[src/rtl/rd_tid_alloc_pkg.sv]
// Shared definitions for the read-path tID allocator: default widths, the tID
// reset value common with the ROB, and the output-stage state encoding.
package rd_tid_alloc_pkg;

  localparam int TID_WIDTH      = 4;
  localparam int FIFO_SIZE      = 8;
  localparam int AXI_ID_WIDTH   = 4;
  localparam int AXI_ADDR_WIDTH = 32;

  // Must match the ROB's expected-tID reset so both sides start in step.
  localparam int TID_RESET_VAL  = 1;

  typedef enum logic {
    S_IDLE = 1'b0,
    S_VAL  = 1'b1
  } alloc_state_e;

endpackage

[src/rtl/rd_tid_alloc_tid_table.sv]
// ARID table indexed by tID: one synchronous write port, one asynchronous read port.
// Contents are deliberately not reset; an entry is only read after it was written.
module rd_tid_alloc_tid_table #(
  parameter int DEPTH = 16,
  parameter int WIDTH = 4,
  parameter int AW    = $clog2(DEPTH)
) (
  input  logic             clk,
  input  logic             wr_en_i,
  input  logic [AW-1:0]    wr_addr_i,
  input  logic [WIDTH-1:0] wr_data_i,
  input  logic [AW-1:0]    rd_addr_i,
  output logic [WIDTH-1:0] rd_data_o
);

  logic [WIDTH-1:0] mem_q [DEPTH];

  always_ff @(posedge clk) begin
    if (wr_en_i) begin
      mem_q[wr_addr_i] <= wr_data_i;
    end
  end

  // A same-cycle write to this index lands at the edge, so the read sees old data.
  assign rd_data_o = mem_q[rd_addr_i];

endmodule

[src/rtl/rd_tid_alloc.sv]
// Read-path front stage: tags each accepted AR with a sequential tID, records its
// ARID for in-order return at ROB retire, and caps allocated-but-unretired tIDs.
module rd_tid_alloc
  import rd_tid_alloc_pkg::*;
#(
  parameter int ID_WIDTH        = AXI_ID_WIDTH,
  parameter int ADDR_WIDTH      = AXI_ADDR_WIDTH,
  parameter int TID_WIDTH       = rd_tid_alloc_pkg::TID_WIDTH,
  parameter int MAX_OUTSTANDING = FIFO_SIZE
) (
  input  logic                  clk,
  input  logic                  rst_n,
  input  logic                  arvalid_i,
  output logic                  arready_o,
  input  logic [ID_WIDTH-1:0]   arid_i,
  input  logic [ADDR_WIDTH-1:0] araddr_i,
  output logic                  req_valid_o,
  input  logic                  req_ready_i,
  output logic [TID_WIDTH-1:0]  req_tid_o,
  output logic [ADDR_WIDTH-1:0] req_addr_o,
  input  logic                  retire_i,
  output logic [ID_WIDTH-1:0]   rid_o,
  output logic [TID_WIDTH:0]    outstanding_o,
  output logic                  err_o
);

  localparam logic [TID_WIDTH:0]   MAX_OUT = (TID_WIDTH+1)'(MAX_OUTSTANDING);
  localparam logic [TID_WIDTH-1:0] TID_RST = TID_WIDTH'(TID_RESET_VAL);
  localparam int                   DEPTH   = 1 << TID_WIDTH;

  alloc_state_e            state_q;
  logic [TID_WIDTH-1:0]    alloc_tid_q, alloc_tid_d;
  logic [TID_WIDTH-1:0]    ret_tid_q, ret_tid_d;
  logic [TID_WIDTH:0]      outstanding_q, outstanding_d;
  logic [TID_WIDTH-1:0]    req_tid_q;
  logic [ADDR_WIDTH-1:0]   req_addr_q;
  logic                    err_q, err_d;
  logic                    accept;
  logic                    retire_ok;

  // Ready is held low during reset even though the state is only cleared at the edge.
  assign arready_o = rst_n && (outstanding_q < MAX_OUT) &&
                     ((state_q == S_IDLE) || req_ready_i);
  assign accept    = arvalid_i && arready_o;
  assign retire_ok = retire_i && (outstanding_q != '0);

  always_comb begin
    alloc_tid_d   = alloc_tid_q;
    ret_tid_d     = ret_tid_q;
    outstanding_d = outstanding_q;
    err_d         = err_q;
    if (accept) begin
      alloc_tid_d = alloc_tid_q + 1'b1;
    end
    if (retire_ok) begin
      ret_tid_d = ret_tid_q + 1'b1;
    end
    case ({accept, retire_ok})
      2'b10:   outstanding_d = outstanding_q + 1'b1;
      2'b01:   outstanding_d = outstanding_q - 1'b1;
      default: outstanding_d = outstanding_q;
    endcase
    if (retire_i && (outstanding_q == '0)) begin
      err_d = 1'b1;
    end
  end

  always_ff @(posedge clk) begin
    if (!rst_n) begin
      state_q       <= S_IDLE;
      req_tid_q     <= '0;
      req_addr_q    <= '0;
      alloc_tid_q   <= TID_RST;
      ret_tid_q     <= TID_RST;
      outstanding_q <= '0;
      err_q         <= 1'b0;
    end else begin
      alloc_tid_q   <= alloc_tid_d;
      ret_tid_q     <= ret_tid_d;
      outstanding_q <= outstanding_d;
      err_q         <= err_d;
      case (state_q)
        S_IDLE: begin
          if (accept) begin
            state_q    <= S_VAL;
            req_tid_q  <= alloc_tid_q;
            req_addr_q <= araddr_i;
          end
        end
        S_VAL: begin
          // Accept in S_VAL implies req_ready_i, so the slot is refilled in place.
          if (accept) begin
            req_tid_q  <= alloc_tid_q;
            req_addr_q <= araddr_i;
          end else if (req_ready_i) begin
            state_q <= S_IDLE;
          end
        end
        default: state_q <= S_IDLE;
      endcase
    end
  end

  rd_tid_alloc_tid_table #(
    .DEPTH (DEPTH),
    .WIDTH (ID_WIDTH),
    .AW    (TID_WIDTH)
  ) u_tid_table (
    .clk       (clk),
    .wr_en_i   (accept),
    .wr_addr_i (alloc_tid_q),
    .wr_data_i (arid_i),
    .rd_addr_i (ret_tid_q),
    .rd_data_o (rid_o)
  );

  assign req_valid_o   = (state_q == S_VAL);
  assign req_tid_o     = req_tid_q;
  assign req_addr_o    = req_addr_q;
  assign outstanding_o = outstanding_q;
  assign err_o         = err_q;

endmodule

[config.mk]
export PLATFORM = sky130hd
export DESIGN_NAME = rd_tid_alloc
export DESIGN_NICKNAME = d
export VERILOG_FILES = /design/src/rtl/rd_tid_alloc_pkg.sv /design/src/rtl/rd_tid_alloc_tid_table.sv /design/src/rtl/rd_tid_alloc.sv
export SDC_FILE = /design/constraint.sdc
export NUM_CORES = 1
export LEC_CHECK = 0
export CORE_ASPECT_RATIO = 1.2
export CORE_UTILIZATION = 36
export DETAILED_ROUTE_END_ITERATION = 10
export GPL_TIMING_DRIVEN = 0
export PLACE_DENSITY = 0.68
export SYNTH_ARGS = -nofsm -noshare
export SYNTH_HDL_FRONTEND = slang
export SYNTH_SLANG_ARGS = --single-unit
[constraint.sdc]
create_clock -name clk -period 5.75 [get_ports clk]
set_clock_uncertainty 0.15 [all_clocks]
set_input_delay 1.725 -clock clk [delete_from_list [all_inputs] [get_ports clk]]
set_output_delay 1.725 -clock clk [all_outputs]
set_load 0.1 [all_outputs]
==> results.md <==
- The run finished with clean final reports.
- The total area inside the core boundary comes to approximately 13000 µm².
- The number of nets handed over by synthesis was 436.
- The tightest min-delay check is of the flop to flop type.
- Counting flops with an async set or reset pin after synthesis yields a share of 0.
- The worst setup path is captured at a primary output.
- With fillers left out, the area of the finished cells amounts to about 6500 µm².
- The required time of the critical path is 3.88 ns.
- In this run the cell area of the synthesized design comes to 4816 µm².
- The buffer depth of the longest clock path is 2.
- The worst register-to-register path begins at outstanding_o[3].
- The number of violations of the max-capacitance limit is 0.
- The initial core utilization is 0.3751.
- The CTS tree is built.
- Using the TritonRoute via totals, the vias-per-cell ratio works out to 4.824.
- The first global-routing pass estimated 17060 µm of wire.
- For this run the aggregate overflow at the end of global routing stands at 0.
- In the post-synthesis netlist, the biggest area contributors are sky130_fd_sc_hd__edfxtp_1, sky130_fd_sc_hd__dfxtp_1, sky130_fd_sc_hd__mux4_2.
- The endpoint of the lowest-slack register-to-register path is outstanding_o[4].
- The sequential share of power is 0.309.
- The layout has 1153 filler cells.
- The count of buffers inserted at the top-level ports is between 80 and 90.
- The worst register-to-register path has a setup slack of about 2.6 ns.
- The number of setup buffers added after CTS is 0.
- After synthesis, the most frequently instantiated cells are sky130_fd_sc_hd__nand2_1, sky130_fd_sc_hd__edfxtp_1, sky130_fd_sc_hd__dfxtp_1.
- The normalized max-slew margin is 0.3322.
- The first detailed-routing pass took 4 iterations.
- After synthesis the netlist holds a flip-flop and latch count of approximately 120.
- The half-perimeter wire length of the detailed placement result is 7290 µm.
- Setup violations remaining at the end of the flow were counted as 0.
- The via count of the first global-routing pass is 3438.
- The number of design-rule violations left by the first detailed-router iteration is 127.
- The proportion of netlist area held by the largest area contributor is 0.3991.
- Counting every instance in the synthesized netlist gives 387.
- The largest net degree at the start of global routing is 17.
- The number of vias after detailed routing is 3237.
- For the pin with the worst max-slew slack, the measured transition is 0.9986 ns.
- The met2 routing resource usage after global routing is 0.2779.
- The share of total power dissipated in the clock network is 0.334.
- The most used flip-flop cell after synthesis is sky130_fd_sc_hd__edfxtp_1.
- In this run the power spent charging and discharging nets is 1.207 mW.
- The number of enable flip-flop cells after synthesis is 64.
- Summed over all failing endpoints, the final setup total negative slack is 0 ns.
- The post-placement worst setup slack is -0.5341 ns.
- The routed design could run at a clock period as short as 5.482 ns.
- The post-synthesis to final-layout area growth is 35.46%.
- The last element of the critical path is arready_o.
- The post-route antenna net violation count is 0.
- In this run the mean area of a mapped cell was around 12 µm².
- The deepest level of the CTS H-tree is 4.
- The worst-case IR drop observed on VDD is between 0.4 and 0.5 mV.
- Summing all flip-flop and latch instances after layout gives 3023 µm².
- The number of antenna diodes is 0.
- Along the worst path, the maximum fanout reaches 10.
- The worst path meets setup with 0.2677 ns of slack.
- STA classifies the critical path startpoint as a primary input.
- The leakage power total is between 2 and 2.5 nW.
- The most instantiated library cell after synthesis is sky130_fd_sc_hd__nand2_1.
- The number of sinks handled by clock tree synthesis is 119.
- The aggregate global-route resource usage is 0.1657.
- In this run the cell area measured after placement is around 6000 µm².
- The total DRC errors in the routed layout is 0.
- The maximum clock frequency is 0.1824 GHz.
- The critical setup path kind is primary input to primary output.
- The number of different library cells in the post-synthesis netlist is 39.
- The total count of max-transition violations in the final report is 0.
- Setup repair after global routing left no endpoint under its margin.
- Measured along the x axis, the die boundary spans about 110 µm.
- The share of the Yosys chip area taken by registers is 0.6277.
- The share of total power consumed by net switching is 0.3639.
- The share of total power dissipated in combinational logic is 0.357.
- The root buffer cell chosen for the clock tree is sky130_fd_sc_hd__clkbuf_16.
- The final hold violation count was 0.
- The number of placement rows is 45.
- The number of synthesis warnings is 0.
- The number of cells on the worst reg-to-reg path is 14.
- The global-route layer with the greatest usage is met2.
- In this run the worst setup path begins at rst_n.
- The met3 demand-to-capacity share in global routing is 0.05572.
- Data arrives at the worst endpoint at 3.61 ns.
- The average detailed-routed wire length per instance is 15.36 µm.
- The final layout contains routed wiring with a total length of 10310 µm.
- The met1 global-route usage is 0.1917.
- The clock insertion delay at the later pin of the skew report is around 0.41 ns.
- The initial antenna violation count came to 0.
- Clock-pin slew was measured on the worst setup and hold paths at roughly 0.050 ns.
- The power density normalized to cell area is 508.2 nW/µm².
- The fraction of final layout cells sized beyond drive strength 1 is 0.1262.
- The footprint of the multi-input gates is 1650 µm².
- The net count of the finished layout is 543.
- The period utilization is 0.9534.
- The height of the die is 128.7 µm.
- The floorplan step defined a die boundary enclosing 13850 µm².
- The weighted congestion reported at the end of routability-driven placement is roughly 0.80.
- 89 I/O pins were placed.
- Buffers inserted during clock tree synthesis total 17.
- The cell-internal power is 2.109 mW.
- The largest area contributor in the synthesized netlist is sky130_fd_sc_hd__edfxtp_1.
- The fraction of the core area covered by cells at the end of the flow is 0.5082.
==> worst max-delay path: stages <==
cell                              delay [ns]
sky130_fd_sc_hd__clkdlybuf4s50_1        0.52
sky130_fd_sc_hd__clkbuf_2               0.26
sky130_fd_sc_hd__clkbuf_1               0.33
sky130_fd_sc_hd__and3_1                 0.21
sky130_fd_sc_hd__clkdlybuf4s15_2        0.55
==> worst min-delay path by stage <==
stage	slack, ns	endpoint	from	cells past startpoint
floorplan	0.35	req_tid_o[1]	alloc_tid_q[1]	2
global placement	0.30	req_addr_o[4]	req_addr_o[4]	2
detailed placement	0.31	req_addr_o[29]	req_addr_o[29]	2
CTS	0.32	req_addr_o[29]	req_addr_o[29]	2
global route	0.34	req_addr_o[20]	req_addr_o[20]	2
finish	0.31	req_addr_o[29]	req_addr_o[29]	2
==> what timing repair did <==
action / CTS / global route
pin swaps: 0 / 0
hold buffers: 0 / 0
resized for setup: 3 / 2
endpoints found under the setup margin: 1 / 1
gates cloned: 0 / 0
==> per-layer routing <==
metal,part of all wire,wire length (µm),vias up
met2,0.51,5301,90
li1,-,-,1594
met4,0.0096,99,0
met3,0.055,562,11
met1,0.42,4342,1542
met5,0,0,-
==> area by class of cell <==
class | count | area share
flip-flops and latches | 119 | 0.4634
inverters | 5 | 0.002877
clock buffers | 21 | 0.06751
repair buffers | 88 | 0.1352
well taps | 164 | 0.03145
multi-input cells | 238 | 0.2530
plain buffers | 25 | 0.01918
clock inverters | 11 | 0.02743
==> through the flow <==
step / hold WS [ns] / instances / power [mW]
6_report: 0.3147 / 671 / 3.316
5_1_grt: 0.3437 / 671 / 3.465
4_1_cts: 0.3185 / 671 / 3.351
3_5_place_dp: 0.3093 / 639 / 2.232
3_3_place_gp: 0.2999 / 639 / 2.213
2_1_floorplan: 0.3484 / 387 / 1.952
==> cell families (layout without fill, tap and decap cells) <==
| group | after synthesis | count (layout) | synth area share |
|---|---|---|---|
| xor gates and xnor gates | 6 | 6 | 0.01091 |
| AOI/OAI and AO/OA | 63 | 63 | 0.09977 |
| adders and majority gates | 8 | 8 | 0.02079 |
| muxes | 20 | 20 | 0.08314 |
| and+or+nand+nor | 141 | 141 | 0.1281 |
| buffers and inverters | 30 | 150 | 0.02962 |
| DFF | 119 | 119 | 0.6277 |
==> registers in the layout, indices dropped and copies added (netlist names), named ones only <==
| register | count |
|---|---|
| err_o | 1 |
| outstanding_o | 5 |
| req_addr_o | 32 |
| req_tid_o | 4 |
| ret_tid_q | 4 |
| req_valid_o | 1 |
| alloc_tid_q | 4 |
| u_tid_table.mem_q | 64 |
==> power by group through the flow <==
stage                     registers [mW]  clock network [mW]  logic [mW]
after floorplan                     1.33                   0       0.618
after global routing                1.04                1.17        1.26
final                               1.03                1.11        1.18
after CTS                           1.03                1.13        1.19
after global placement              1.04                   0        1.17
after detailed placement            1.04                   0        1.19
==> cell usage in the layout (no fill, tap or decap), drive strengths merged, types with 6 or more instances in the layout <==
cell type | Yosys | routed
nand2 | 92 | 92
clkdlybuf4s50 | 0 | 87
edfxtp | 64 | 64
dfxtp | 55 | 55
a21boi | 40 | 40
clkbuf | 9 | 30
mux4 | 16 | 16
buf | 16 | 16
nor2 | 14 | 14
a22oi | 8 | 8
ha | 8 | 8
nor2b | 7 | 7
nor3 | 7 | 7
clkinv | 0 | 6
Note: power is estimated with default switching activity, not from simulation.
